## config.mk

```make
export PLATFORM = sky130hd
export DESIGN_NAME = bin2bcd_seq_ctrl_flat
export DESIGN_NICKNAME = d
export VERILOG_FILES = /design/src/rtl/bin2bcd_seq_ctrl_pkg.sv /design/src/rtl/bin2bcd_seq_ctrl_if.sv /design/src/rtl/bin2bcd_seq_ctrl_add3.sv /design/src/rtl/bin2bcd_seq_ctrl.sv /design/src/flat_wrapper.sv
export SDC_FILE = /design/constraint.sdc
export NUM_CORES = 1
export LEC_CHECK = 0
export BUFFER_PORTS_ARGS = -buffer_cell sky130_fd_sc_hd__buf_2
export CAP_MARGIN = 20
export CORE_MARGIN = 2
export CORE_UTILIZATION = 55
export CTS_CLUSTER_DIAMETER = 30
export DETAILED_ROUTE_END_ITERATION = 7
export PLACE_DENSITY = 0.74
export SETUP_SLACK_MARGIN = 0.5
export SYNTH_ARGS = -nofsm -noshare
export SYNTH_HDL_FRONTEND = slang
export SYNTH_HIERARCHICAL = 1
export SYNTH_SLANG_ARGS = --single-unit
```

## constraint.sdc

```tcl
create_clock -name clk -period 3.31 [get_ports clk]
set_input_delay 0 -clock clk [delete_from_list [all_inputs] [get_ports clk]]
set_output_delay 0 -clock clk [all_outputs]
set_load 0.01 [all_outputs]
```

## src/rtl/bin2bcd_seq_ctrl_pkg.sv

```systemverilog
// Shared definitions for the sequential binary-to-BCD converter:
// FSM state encoding, BCD digit width and an elaboration-time helper.
package bin2bcd_pkg;

    localparam int BCD_DIGIT_W = 4;

    typedef enum logic [1:0] {
        IDLE  = 2'd0,
        CORR  = 2'd1,
        SHIFT = 2'd2,
        DONE  = 2'd3
    } state_e;

    // 10**n, used only for parameter sanity checking at elaboration.
    function automatic longint pow10(input int n);
        longint r;
        r = 1;
        for (int i = 0; i < n; i++) begin
            r = r * 10;
        end
        return r;
    endfunction

endpackage

```

## src/rtl/bin2bcd_seq_ctrl_if.sv

```systemverilog
// Handshake/data bundle between a binary source and the converter.
// Handshake: the source raises start with bin_in valid; the converter accepts
// it only on an edge where it is idle (busy=0, done=0). busy is high for the
// whole conversion, done pulses for one cycle when bcd_out has just updated.
// start seen while busy or done is dropped, not queued. The dbg_* signals
// expose the FSM state and the shared add_3 operand for checkers.
interface bin2bcd_seq_ctrl_if #(
    parameter int WIDTH  = 8,
    parameter int DIGITS = 3
);
    import bin2bcd_pkg::*;

    logic                            start;
    logic [WIDTH-1:0]                bin_in;
    logic                            busy;
    logic                            done;
    logic [BCD_DIGIT_W*DIGITS-1:0]   bcd_out;
    state_e                          dbg_state;
    logic [BCD_DIGIT_W-1:0]          dbg_add3_in;

    // Source side
    modport master (
        output start, bin_in,
        input  busy, done, bcd_out, dbg_state, dbg_add3_in
    );

    // Converter side
    modport slave (
        input  start, bin_in,
        output busy, done, bcd_out, dbg_state, dbg_add3_in
    );

endinterface

```

## src/rtl/bin2bcd_seq_ctrl_add3.sv

```systemverilog
// Double-dabble correction for one BCD digit: digits 5..9 get +3 so that the
// following left shift carries correctly into the next digit. Inputs above 9
// never occur in a correct conversion and map to 0.
module add_3 (
    input  logic [3:0] A,
    output logic [3:0] S
);

    // Combinational correction table
    always_comb begin
        S = 4'd0;
        case (A)
            4'd0, 4'd1, 4'd2, 4'd3, 4'd4: S = A;
            4'd5, 4'd6, 4'd7, 4'd8, 4'd9: S = A + 4'd3;
            default:                      S = 4'd0;
        endcase
    end

endmodule

```

## src/rtl/bin2bcd_seq_ctrl.sv

```systemverilog
// Sequential binary-to-BCD converter. One bit per SHIFT step; before each
// shift every digit is corrected in turn through a single shared add_3, one
// digit per CORR cycle. Conversion takes WIDTH*(DIGITS+1) busy cycles plus a
// one-cycle DONE state that publishes the result.
module bin2bcd_seq_ctrl
    import bin2bcd_pkg::*;
#(
    parameter int WIDTH  = 8,
    parameter int DIGITS = 3
) (
    input  logic                 clk,
    input  logic                 rst_n,
    bin2bcd_seq_ctrl_if.slave    bus
);

    localparam int BCD_W = BCD_DIGIT_W * DIGITS;
    localparam int CNT_W = $clog2(WIDTH + 1);
    localparam int DIG_W = (DIGITS > 1) ? $clog2(DIGITS) : 1;
    localparam longint MAX_BIN = (longint'(1) << WIDTH) - 1;

    // Reject parameter sets whose result cannot fit in DIGITS digits.
    if (WIDTH < 1 || pow10(DIGITS) <= MAX_BIN) begin : g_param_check
        $error("bin2bcd_seq_ctrl: need WIDTH >= 1 and 10**DIGITS > 2**WIDTH-1");
    end

    state_e                  state_q, state_d;
    logic [WIDTH-1:0]        bin_sh_q, bin_sh_d;
    logic [BCD_W-1:0]        bcd_wk_q, bcd_wk_d;
    logic [CNT_W-1:0]        bit_cnt_q, bit_cnt_d;
    logic [DIG_W-1:0]        dig_idx_q, dig_idx_d;
    logic                    busy_q, busy_d;
    logic                    done_q, done_d;
    logic [BCD_W-1:0]        bcd_out_q, bcd_out_d;

    logic [BCD_DIGIT_W-1:0]  add_in;
    logic [BCD_DIGIT_W-1:0]  add_out;

    // Shared correction unit input mux: select the digit addressed by dig_idx
    always_comb begin
        add_in = '0;
        for (int i = 0; i < DIGITS; i++) begin
            if (dig_idx_q == DIG_W'(i)) begin
                add_in = bcd_wk_q[BCD_DIGIT_W*i +: BCD_DIGIT_W];
            end
        end
    end

    add_3 u_add3 (
        .A (add_in),
        .S (add_out)
    );

    // Next-state logic, datapath updates and registered-output precompute
    always_comb begin
        state_d   = state_q;
        bin_sh_d  = bin_sh_q;
        bcd_wk_d  = bcd_wk_q;
        bit_cnt_d = bit_cnt_q;
        dig_idx_d = dig_idx_q;
        bcd_out_d = bcd_out_q;

        case (state_q)
            IDLE: begin
                if (bus.start) begin
                    bin_sh_d  = bus.bin_in;
                    bcd_wk_d  = '0;
                    bit_cnt_d = CNT_W'(WIDTH);
                    dig_idx_d = '0;
                    state_d   = CORR;
                end
            end
            CORR: begin
                // Write-back demux for the shared add_3 result
                for (int i = 0; i < DIGITS; i++) begin
                    if (dig_idx_q == DIG_W'(i)) begin
                        bcd_wk_d[BCD_DIGIT_W*i +: BCD_DIGIT_W] = add_out;
                    end
                end
                if (dig_idx_q == DIG_W'(DIGITS - 1)) begin
                    dig_idx_d = '0;
                    state_d   = SHIFT;
                end else begin
                    dig_idx_d = dig_idx_q + 1'b1;
                end
            end
            SHIFT: begin
                {bcd_wk_d, bin_sh_d} = {bcd_wk_q[BCD_W-2:0], bin_sh_q, 1'b0};
                bit_cnt_d = bit_cnt_q - 1'b1;
                if (bit_cnt_q == CNT_W'(1)) begin
                    bcd_out_d = bcd_wk_d;
                    state_d   = DONE;
                end else begin
                    state_d   = CORR;
                end
            end
            DONE: begin
                state_d = IDLE;
            end
            default: begin
                state_d = IDLE;
            end
        endcase

        busy_d = (state_d == CORR) || (state_d == SHIFT);
        done_d = (state_d == DONE);
    end

    // State and datapath registers, cleared asynchronously
    always_ff @(posedge clk or negedge rst_n) begin
        if (!rst_n) begin
            state_q   <= IDLE;
            bin_sh_q  <= '0;
            bcd_wk_q  <= '0;
            bit_cnt_q <= '0;
            dig_idx_q <= '0;
            busy_q    <= 1'b0;
            done_q    <= 1'b0;
            bcd_out_q <= '0;
        end else begin
            state_q   <= state_d;
            bin_sh_q  <= bin_sh_d;
            bcd_wk_q  <= bcd_wk_d;
            bit_cnt_q <= bit_cnt_d;
            dig_idx_q <= dig_idx_d;
            busy_q    <= busy_d;
            done_q    <= done_d;
            bcd_out_q <= bcd_out_d;
        end
    end

    assign bus.busy        = busy_q;
    assign bus.done        = done_q;
    assign bus.bcd_out     = bcd_out_q;
    assign bus.dbg_state   = state_q;
    assign bus.dbg_add3_in = add_in;

endmodule
```

## src/flat_wrapper.sv

```systemverilog
// flat-port wrapper written by rule: the top's interface ports become plain ports
module bin2bcd_seq_ctrl_flat import bin2bcd_pkg::*;
#(
    parameter int WIDTH  = 8,
    parameter int DIGITS = 3
)
  (clk, rst_n, bus_start, bus_bin_in, bus_busy, bus_done, bus_bcd_out, bus_dbg_state, bus_dbg_add3_in);
  bin2bcd_seq_ctrl_if #(.WIDTH(WIDTH), .DIGITS(DIGITS)) bus_i ();
  input  logic clk;
  input  logic rst_n;
  input wire logic [$bits(bus_i.start)-1:0] bus_start;
  input wire logic [$bits(bus_i.bin_in)-1:0] bus_bin_in;
  output wire logic [$bits(bus_i.busy)-1:0] bus_busy;
  output wire logic [$bits(bus_i.done)-1:0] bus_done;
  output wire logic [$bits(bus_i.bcd_out)-1:0] bus_bcd_out;
  output wire logic [$bits(bus_i.dbg_state)-1:0] bus_dbg_state;
  output wire logic [$bits(bus_i.dbg_add3_in)-1:0] bus_dbg_add3_in;
  assign bus_i.start = bus_start;
  assign bus_i.bin_in = bus_bin_in;
  assign bus_busy = bus_i.busy;
  assign bus_done = bus_i.done;
  assign bus_bcd_out = bus_i.bcd_out;
  assign bus_dbg_state = bus_i.dbg_state;
  assign bus_dbg_add3_in = bus_i.dbg_add3_in;
  bin2bcd_seq_ctrl #(.WIDTH(WIDTH), .DIGITS(DIGITS)) u_core (.clk(clk), .rst_n(rst_n), .bus(bus_i));
endmodule
```

==> impl_summary.txt <==
----------------------------------------------------
[Synthesis]
  Most numerous cell in the Yosys netlist ... sky130_fd_sc_hd__dfrtp_1
  Synthesis warning total ... 6
  Most used flip-flop cell after synthesis ... sky130_fd_sc_hd__dfrtp_1
  Distinct cell type count after synthesis ... 41
  Ranking of synthesized cells by instance count ... 42 x sky130_fd_sc_hd__dfrtp_1, 33 x sky130_fd_sc_hd__nand2_1, 15 x sky130_fd_sc_hd__o21ai_0
  Syn_nets ... 257
  Cell count after synthesis ... 235
  #FFs+latches synth ... 42
  Cell taking the most area after synthesis ... sky130_fd_sc_hd__dfrtp_1
  Proportion of netlist area held by the largest area contributor ... 0.440
  Seq/Total Area, Yosys ... 0.440
  Area of the mapped netlist ... 2390 sq um
  EDFF count, synth ... 0
  Async SR Flop Fraction ... 1.00
  Dominant cells by area after synthesis ... sky130_fd_sc_hd__dfrtp_1 44%, sky130_fd_sc_hd__mux2_2 6.1%, sky130_fd_sc_hd__ha_1 5.8%
  Synthesized area per cell ... 10.2 sq um

[Floorplanning]
  Y dimension of the die ... 69.9 microns
  Floorplan die area ... 4890 sq um
  Io pins ... 31
  Standard-cell rows ... 23
  Initial core utilization ... 0.585
  Width of the die ... 69.9 microns
  Area of the core ... 4090 sq um

[STA]
  Slew Viols, Final ... 0
  Minimum setup slack in the final design ... 735 ps
  Shortest clock period the worst path allows after layout ... 2580 ps
  Final Hold Vio Count ... 0
  Fin crit share ... 0.778
  Max Clock Skew ... 8.19 ps
  Finish-stage setup viols ... 0
  Setup repair after global routing missed its margin ... false
  Worst slew pin tran ... 904 ps
  Max Clock Freq ... 388 MHz
  Setup TNS after final layout ... 0 ps
  Worst Hold Slack ... 15.9 ps
  Tightest slew margin relative to the limit ... 0.397

[Pwr]
  Relative contribution of the clock network to total power ... 0.383
  Net Sw Power ... 195 uW
  Maximum VDD drop ... 0.239 mV
  Power density over the cells ... 325 nW/um^2
  Total power ... 861 uW
  Switching power as a share of total power ... 0.226
  Share of power burned in registers ... 0.595
  Internal power consumption ... 666 uW
  Leakage power ... 1.26 nW
  Fraction of power consumed by combinational cells ... 0.022

[CTS]
  Master cell of the clock root buffer ... sky130_fd_sc_hd__clkbuf_8
  Maximum number of buffers from clock root to sink ... 2
  Clock latency on the worst-skew pair ... 300 ps
  CTS H-tree depth ... 2
  Number of clock buffers inserted by TritonCTS ... 5
  Post-CTS setup buffer count ... 0
  Clock-pin slew on the worst setup and hold paths ... 90 ps
  TritonCTS clock tree ... yes
  Clock net sink count ... 42

[Placement]
  Port Buf Inserts ... 30
  Worst slack at placement ... 417 ps
  Routability Congestion ... 0.861
  Detailed placer's ending HPWL ... 3350 microns
  Placed cell count ... 302

[Drt]
  Total DRC errors in the routed layout ... 0
  Detailed-router iteration count before antenna repair ... 4
  Routed vias/inst ... 6.01
  Total number of vias ... 1868
  Starting DRC count in detailed routing ... 131
  Number of nets with antenna violations after routing ... 0
  Sum of routed wire length over all layers ... 4710 microns
  Drt wl/cell ... 15.1 microns

[Critical path]
  Slack of the worst reg-to-reg path ... 730 ps
  Critical path cell sequence ... mux2i_1, o21ai_1, inv_1, ha_1, or3_1, a21oi_1, a21oi_1, a22oi_1, nor2b_1, mux2_1
  Crit-path max cell delay ... 500 ps
  Worst Setup End Kind ... register
  CP max FO ... 11
  Library cell contributing the largest single delay on the critical path ... sky130_fd_sc_hd__dfrtp_2
  CP startpoint kind ... register
  Worst path most repeated cell ... sky130_fd_sc_hd__a21oi_1
  CP Data Required Time ... 3500 ps
  Category of the most critical setup path ... reg -> reg
  Number of buffers and inverters on the critical path ... 1
  Cell family contributing the most delay on the critical path ... compound AO/OA/AOI/OAI gates
  Arrival time of data at the critical path endpoint ... 2760 ps

[Job]
  Max Cap Viol ... 0

[Layout]
  Post-synthesis to final-layout area growth ... 10.8%
  N_diodes ... 0
  Fill cell instance count of the final layout ... 345
  Nets@finish ... 282
  Layout Cells excl Fill ... 311
  Fraction of final layout cells with drive strength greater than 1 ... 0.241

[GRT]
  Global-route total usage across every layer ... 0.205
  Total congestion overflow after global routing ... 0
  Number of global-route vias before repair ... 1736
  Largest net degree at the start of global routing ... 43
  Global-route wire length before repair ... 8120 microns
  Antenna violations before repair ... 0

[Run status]
  Run status ... finished, final reports clean

[Worst hold path]
  Path class of the lowest-slack min-delay path ... in -> reg

----------------------------------------------------
worst reg2reg max path: stages, from the launching register on:
cell	delay, ps
sky130_fd_sc_hd__dfrtp_2	500
sky130_fd_sc_hd__mux2i_1	150
sky130_fd_sc_hd__o21ai_1	320
sky130_fd_sc_hd__inv_1	140
sky130_fd_sc_hd__ha_1	260
sky130_fd_sc_hd__or3_1	320
sky130_fd_sc_hd__a21oi_1	130
sky130_fd_sc_hd__a21oi_1	90
sky130_fd_sc_hd__a22oi_1	210
sky130_fd_sc_hd__nor2b_1	60
sky130_fd_sc_hd__mux2_1	280
power groups by stage:
| stage | Combinational, mW | Clock (mW) | Sequential, mW |
|---|---|---|---|
| after floorplan | 0.00194 | 0 | 0.523 |
| after global placement | 0.0184 | 0 | 0.523 |
| after detailed placement | 0.0188 | 0 | 0.523 |
| after CTS | 0.0197 | 0.340 | 0.513 |
| after global routing | 0.0222 | 0.360 | 0.513 |
| final | 0.0188 | 0.330 | 0.513 |
worst paths after layout:
| path | start | end | cells past startpoint |
|---|---|---|---|
| max | u_core/dig_idx_q[1] | u_core/bcd_wk_q[0] | 10 |
| min | bus_bin_in[0] | u_core/bin_sh_q[0] | 3 |
| max reg2reg | u_core/dig_idx_q[1] | u_core/bcd_wk_q[0] | 10 |
| min reg2reg | u_core/bus.bcd_out[5] | u_core/bus.bcd_out[5] | 1 |
| max in group asynchronous | rst_n | u_core/dig_idx_q[0] | 2 |
| min in group asynchronous | rst_n | u_core/bcd_wk_q[7] | 2 |
cell usage in the layout (no fill, tap or decap), types with 3 or more instances in the layout:
master	instances
sky130_fd_sc_hd__a21oi_1	14
sky130_fd_sc_hd__a221o_1	7
sky130_fd_sc_hd__a22o_1	3
sky130_fd_sc_hd__a32o_1	11
sky130_fd_sc_hd__buf_2	30
sky130_fd_sc_hd__clkbuf_8	5
sky130_fd_sc_hd__dfrtp_1	40
sky130_fd_sc_hd__ha_1	11
sky130_fd_sc_hd__inv_1	10
sky130_fd_sc_hd__mux2_2	13
sky130_fd_sc_hd__mux2i_1	5
sky130_fd_sc_hd__nand2_1	33
sky130_fd_sc_hd__nand2b_1	10
sky130_fd_sc_hd__nand3_1	8
sky130_fd_sc_hd__nor2b_1	6
sky130_fd_sc_hd__nor3_1	3
sky130_fd_sc_hd__nor3b_1	3
sky130_fd_sc_hd__o21ai_0	12
stage by stage:
stage,instance area [sq um],util
after floorplan,2390,-
after global placement,2540,0.621
after detailed placement,2540,0.621
after CTS,2640,0.646
after global routing,2650,0.648
final,2650,0.648
registers in the layout, summed over array words and instances, names as in the netlist:
register,cells
u_core/dig_idx_q,2
u_core/bus.bcd_out,12
u_core/bcd_wk_q,12
u_core/bus.busy,1
u_core/bit_cnt_q,4
u_core/bus.done,1
u_core/bus.dbg_state,2
u_core/bin_sh_q,8
cell families after synthesis:
family | Yosys count | share of synthesized area
multiplexers | 19 | 0.0869
buffers and inverters | 25 | 0.0555
AND/OR/NAND/NOR | 76 | 0.165
adder cells (fa/ha/maj) | 11 | 0.0576
AO/OA/AOI/OAI | 62 | 0.195
flip-flops | 42 | 0.440
area by class of cell:
cell class | count | area [sq um] | share of cell area
clock inverters | 3 | 18.8 | 0.00709
inverters | 10 | 37.5 | 0.0142
clock buffers | 5 | 68.8 | 0.0260
repair buffers | 33 | 175 | 0.0661
flip-flops and latches | 42 | 1050 | 0.398
multi-input cells | 168 | 1230 | 0.465
well taps | 50 | 62.6 | 0.0236
what timing repair did:
action,4_1_cts,5_1_grt
hold buffers,1,0
hold endpoints to repair,42,0
resized for setup,2,5
setup endpoints to repair,6,7
metal layers:
| metal | track usage | vias to the layer above | routed length [microns] |
|---|---|---|---|
| met5 | 0 | - | 0 |
| met4 | 0.0577 | 0 | 72 |
| met3 | 0.0505 | 7 | 241 |
| met2 | 0.331 | 54 | 2270 |
| met1 | 0.274 | 906 | 2130 |
| li1 | - | 901 | - |
(Power assumes the default switching activity.)
